### src/rtl/reg_wb_arbiter_if.sv
// Writeback bus shared by two requesters and the arbiter that feeds the
// register-file write port.
interface reg_wb_arbiter_if;
  logic        a_valid_i;
  logic [4:0]  a_addr_i;
  logic [31:0] a_data_i;
  logic        a_ready_o;
  logic        b_valid_i;
  logic [4:0]  b_addr_i;
  logic [31:0] b_data_i;
  logic        b_ready_o;
  logic        RegWrite_o;
  logic [4:0]  RDaddr_o;
  logic [31:0] RDdata_o;
  logic [15:0] conflict_cnt_o;

  modport slave (
    input  a_valid_i, a_addr_i, a_data_i, b_valid_i, b_addr_i, b_data_i,
    output a_ready_o, b_ready_o, RegWrite_o, RDaddr_o, RDdata_o, conflict_cnt_o
  );

  modport master (
    output a_valid_i, a_addr_i, a_data_i, b_valid_i, b_addr_i, b_data_i,
    input  a_ready_o, b_ready_o, RegWrite_o, RDaddr_o, RDdata_o, conflict_cnt_o
  );
endinterface

### src/rtl/reg_wb_arbiter.sv
// Two-requester register-file writeback arbiter: A-priority by default, with a
// starvation guard that hands B priority after three consecutive denials.
module reg_wb_arbiter (
  input  logic            clk_i,
  input  logic            rst_n,
  reg_wb_arbiter_if.slave bus
);

  typedef enum logic {PRIO_A, PRIO_B} state_t;

  state_t      state_reg, state_next;
  logic [1:0]  starv_reg, starv_next;
  logic [15:0] conflict_reg;
  logic        regwrite_reg;
  logic [4:0]  rdaddr_reg;
  logic [31:0] rddata_reg;

  logic        a_grant, b_grant, xfer, wr_en;
  logic [4:0]  wr_addr;
  logic [31:0] wr_data;

  // Grants depend only on valids and state; both are held low during reset.
  always_comb begin
    a_grant    = 1'b0;
    b_grant    = 1'b0;
    state_next = state_reg;
    starv_next = starv_reg;

    if (rst_n) begin
      case (state_reg)
        PRIO_A: begin
          a_grant = bus.a_valid_i;
          b_grant = bus.b_valid_i & ~bus.a_valid_i;
        end
        PRIO_B: begin
          b_grant = bus.b_valid_i;
          a_grant = bus.a_valid_i & ~bus.b_valid_i;
        end
        default: ;
      endcase
    end

    if (!bus.b_valid_i || b_grant) begin
      starv_next = 2'd0;
    end else if (starv_reg != 2'd3) begin
      starv_next = starv_reg + 2'd1;
    end

    case (state_reg)
      PRIO_A: if (bus.b_valid_i && !b_grant && starv_reg >= 2'd2) state_next = PRIO_B;
      PRIO_B: if (b_grant || !bus.b_valid_i) state_next = PRIO_A;
      default: state_next = PRIO_A;
    endcase
  end

  assign xfer    = a_grant | b_grant;
  assign wr_addr = b_grant ? bus.b_addr_i : bus.a_addr_i;
  assign wr_data = b_grant ? bus.b_data_i : bus.a_data_i;
  // Writes to $0 are accepted but dropped, leaving the address/data regs untouched.
  assign wr_en   = xfer && (wr_addr != 5'd0);

  always_ff @(posedge clk_i) begin
    if (!rst_n) begin
      state_reg    <= PRIO_A;
      starv_reg    <= 2'd0;
      conflict_reg <= 16'd0;
      regwrite_reg <= 1'b0;
      rdaddr_reg   <= 5'd0;
      rddata_reg   <= 32'd0;
    end else begin
      state_reg    <= state_next;
      starv_reg    <= starv_next;
      regwrite_reg <= wr_en;
      if (wr_en) begin
        rdaddr_reg <= wr_addr;
        rddata_reg <= wr_data;
      end
      if (bus.a_valid_i && bus.b_valid_i && conflict_reg != 16'hFFFF) begin
        conflict_reg <= conflict_reg + 16'd1;
      end
    end
  end

  assign bus.a_ready_o      = a_grant;
  assign bus.b_ready_o      = b_grant;
  assign bus.RegWrite_o     = regwrite_reg;
  assign bus.RDaddr_o       = rdaddr_reg;
  assign bus.RDdata_o       = rddata_reg;
  assign bus.conflict_cnt_o = conflict_reg;

endmodule

### src/flat_wrapper.sv
// flat-port wrapper written by rule: the top's interface ports become plain ports
module reg_wb_arbiter_flat 
  (clk_i, rst_n, bus_a_valid_i, bus_a_addr_i, bus_a_data_i, bus_b_valid_i, bus_b_addr_i, bus_b_data_i, bus_a_ready_o, bus_b_ready_o, bus_RegWrite_o, bus_RDaddr_o, bus_RDdata_o, bus_conflict_cnt_o);
  reg_wb_arbiter_if bus_i ();
  input  logic clk_i;
  input  logic rst_n;
  input wire logic [$bits(bus_i.a_valid_i)-1:0] bus_a_valid_i;
  input wire logic [$bits(bus_i.a_addr_i)-1:0] bus_a_addr_i;
  input wire logic [$bits(bus_i.a_data_i)-1:0] bus_a_data_i;
  input wire logic [$bits(bus_i.b_valid_i)-1:0] bus_b_valid_i;
  input wire logic [$bits(bus_i.b_addr_i)-1:0] bus_b_addr_i;
  input wire logic [$bits(bus_i.b_data_i)-1:0] bus_b_data_i;
  output wire logic [$bits(bus_i.a_ready_o)-1:0] bus_a_ready_o;
  output wire logic [$bits(bus_i.b_ready_o)-1:0] bus_b_ready_o;
  output wire logic [$bits(bus_i.RegWrite_o)-1:0] bus_RegWrite_o;
  output wire logic [$bits(bus_i.RDaddr_o)-1:0] bus_RDaddr_o;
  output wire logic [$bits(bus_i.RDdata_o)-1:0] bus_RDdata_o;
  output wire logic [$bits(bus_i.conflict_cnt_o)-1:0] bus_conflict_cnt_o;
  assign bus_i.a_valid_i = bus_a_valid_i;
  assign bus_i.a_addr_i = bus_a_addr_i;
  assign bus_i.a_data_i = bus_a_data_i;
  assign bus_i.b_valid_i = bus_b_valid_i;
  assign bus_i.b_addr_i = bus_b_addr_i;
  assign bus_i.b_data_i = bus_b_data_i;
  assign bus_a_ready_o = bus_i.a_ready_o;
  assign bus_b_ready_o = bus_i.b_ready_o;
  assign bus_RegWrite_o = bus_i.RegWrite_o;
  assign bus_RDaddr_o = bus_i.RDaddr_o;
  assign bus_RDdata_o = bus_i.RDdata_o;
  assign bus_conflict_cnt_o = bus_i.conflict_cnt_o;
  reg_wb_arbiter u_core (.clk_i(clk_i), .rst_n(rst_n), .bus(bus_i));
endmodule
### config.mk
export PLATFORM = sky130hd
export DESIGN_NAME = reg_wb_arbiter_flat
export DESIGN_NICKNAME = d
export VERILOG_FILES = /design/src/rtl/reg_wb_arbiter_if.sv /design/src/rtl/reg_wb_arbiter.sv /design/src/flat_wrapper.sv
export SDC_FILE = /design/constraint.sdc
export NUM_CORES = 1
export LEC_CHECK = 0
export ABC_AREA = 1
export CORE_ASPECT_RATIO = 0.5
export CORE_MARGIN = 4
export CORE_UTILIZATION = 43
export CTS_BUF_LIST = sky130_fd_sc_hd__clkbuf_16
export DETAILED_ROUTE_END_ITERATION = 12
export PLACE_DENSITY = 0.87
export SYNTH_ARGS = -nofsm -noshare
export SYNTH_HDL_FRONTEND = slang
export SYNTH_SLANG_ARGS = --single-unit
### constraint.sdc
create_clock -name clk_i -period 2 [get_ports clk_i]
set_clock_uncertainty 0.05 [all_clocks]
set_input_delay 0.3 -clock clk_i [delete_from_list [all_inputs] [get_ports clk_i]]
set_output_delay 0.3 -clock clk_i [all_outputs]
set_load 0.01 [all_outputs]
==> impl_metrics.env <==
export IMPL_period_minus_slack_ps=1920
export IMPL_tightest_slew_ps=529
export IMPL_synth_seq_cells=57
export IMPL_cts_tree="yes"
export IMPL_clockBufferDepth=2
export IMPL_io_pins=134
export IMPL_min_period_over_period=0.959
export IMPL_largest_register_ff_count=32
export IMPL_grt_max_degree=50
export IMPL_syn_instance_count=512
export IMPL_synth_nets=593
export IMPL_dp_cells=735
export IMPL_antenna_found_initial=0
export IMPL_start_kind="input port"
export IMPL_avgSynthCellArea_um2=6.25
export IMPL_grt_pass1_wl_um=14700
export IMPL_hpwl_um=6710
export IMPL_relSlewSlack=0.647
export IMPL_finalNonFillerCells=751
export IMPL_ir_worst_vdd_uv=409
export IMPL_fp_coreArea_mm2=0.00694
export IMPL_post_cts_buffers=0
export IMPL_antennaDiodeCount=0
export IMPL_final_nets=735
export IMPL_htreeDepth=3
export IMPL_yosysMostFrequentCell="nand2_1"
export IMPL_numCtsBuffers=9
export IMPL_synth_commonest_cells="nand2_1 (176), nor2_1 (67), inv_1 (58)"
export IMPL_hold_viol=0
export IMPL_status="complete, no violations"
export IMPL_ys_types=30
export IMPL_setup_viol=0
export IMPL_slew_violations=0
export IMPL_yosysTopAreaCell="dfxtp_1"
export IMPL_yosys_top_cells_area="dfxtp_1 (36%), nand2_1 (21%), nor2_1 (7.9%), nand3_1 (7.7%), inv_1 (6.8%)"
export IMPL_ys_seq_area_frac=0.357
export IMPL_start_util=0.461
export IMPL_hold_path_class="reg2reg"
export IMPL_synth_flop_cell="dfxtp_1"
export IMPL_cp_end_kind="output port"
export IMPL_cp_max_fo=12
export IMPL_wl_um=9050
export IMPL_rsz0062_at_grt="no"
export IMPL_yosys_warnings=0
export IMPL_routedWlPerCell_um=12.0
export IMPL_total_power_mw=3.26
export IMPL_required_ps=1650
export IMPL_synthArstFlopShare=0
export IMPL_cts_clk_slew_worst_paths_ps=50
export IMPL_grt_pass1_vias=3303
export IMPL_die_area_mm2=0.00896
export IMPL_firstDrtPassIters=4
export IMPL_route_vias_total=3470
export IMPL_drtIter0Drc=130
export IMPL_globalplace_congestion=0.893
export IMPL_areaGrowthSynthToFinish_pct=54.5
export IMPL_drc=0
export IMPL_yosysTopAreaCellShare=0.357
export IMPL_row_count=21
export IMPL_worstSkewPairLatency_ps=320
export IMPL_max_freq_ghz=0.522
export IMPL_power_density_mw_per_mm2=661
export IMPL_finalSetupTns_ps=0
export IMPL_final_area_mm2=0.00494
export IMPL_chipHeight_um=69.0
export IMPL_dpl_cell_area_mm2=0.00468
export IMPL_synth_enable_flop_cells=0
export IMPL_power_leakage_nw=2.34
export IMPL_via_per_inst=4.62
export IMPL_grt_total_usage=0.209
export IMPL_drive_gt1_frac=0.118
export IMPL_overflow=0
export IMPL_ant_nets=0
export IMPL_worstSetupPathType="in2out"
export IMPL_die_w_um=130
export IMPL_netlist_area_mm2=0.00320
export IMPL_cp_arrival_ps=1570
export IMPL_root_buffer="clkbuf_16"
export IMPL_max_cap_violations=0
export IMPL_portBuffers=133
export IMPL_clock_sinks=57
export IMPL_fin_hold_ws_ps=417
worst paths after layout:
path / from / cells past startpoint / endpoint / slack (ps)
worst min-delay path: u_core.bus.RDaddr_o[3] / 2 / u_core.bus.RDaddr_o[3] / 420
worst max register to register: u_core.bus.conflict_cnt_o[0] / 8 / u_core.bus.conflict_cnt_o[6] / 230
worst max-delay path: bus_a_valid_i / 6 / bus_b_ready_o / 80
worst min register to register: u_core.bus.RDaddr_o[3] / 2 / u_core.bus.RDaddr_o[3] / 420
logic make-up after synthesis:
group | share of synthesized area
and+or+nand+nor | 0.461
xor gates and xnor gates | 0.00548
adders and majority gates | 0.0117
DFF | 0.357
AOI/OAI and AO/OA | 0.0411
buffers and inverters | 0.124
placed cells by master (no fill, tap or decap), types with 4 or more instances in the layout:
cell	count
inv_1	59
nor3_1	5
nand3_1	49
clkinv_1	4
buf_4	18
nor2_1	67
clkdlybuf4s50_1	130
o21ai_0	5
nor2_2	29
a21oi_1	12
nand2_1	176
dfxtp_1	57
clkbuf_16	9
area by class of cell:
| class | instances | area, um^2 |
|---|---|---|
| fill | 572 | 2000 |
| inverter | 64 | 246 |
| sequential | 57 | 1140 |
| clock inverter | 7 | 28.8 |
| multi-input combinational | 368 | 1670 |
| tap | 92 | 115 |
| clock buffer | 9 | 225 |
| timing repair buffer | 154 | 1520 |
per-layer routing:
metal | GRT usage | vias to the layer above | wire length, um
met2 | 0.389 | 87 | 4570
met3 | 0.0600 | 18 | 471
li1 | - | 1837 | -
met5 | 0 | - | 0
met4 | 0.0946 | 0 | 203
met1 | 0.227 | 1528 | 3800
report_power, final:
group	internal (mW)	total [mW]	switching, mW	leakage [nW]
combinational	0.398	0.711	0.312	1.75
clock	0.808	1.30	0.491	0.130
sequential	1.21	1.25	0.0456	0.468
total	2.41	3.26	0.850	2.34
stage by stage:
stage                      util  worst slack [ps]
after detailed placement  0.675              -193
after global routing      0.712              11.6
after global placement    0.675              -149
after CTS                 0.712              81.2
final                     0.712              82.6
after floorplan               -               279
worst max-delay path: stages:
cell	delay [ps]
clkdlybuf4s50_1	510
nand2_2	90
nand2_4	120
clkinv_2	110
buf_12	150
dlygate4sd2_1	280
repair_timing:
action                                  CTS  global route
resized for setup                         3             1
hold buffers                              0             0
pin swaps                                 0             0
endpoints found under the setup margin    2             1
gates cloned                              0             0
Power figures use the tool's default switching activity.
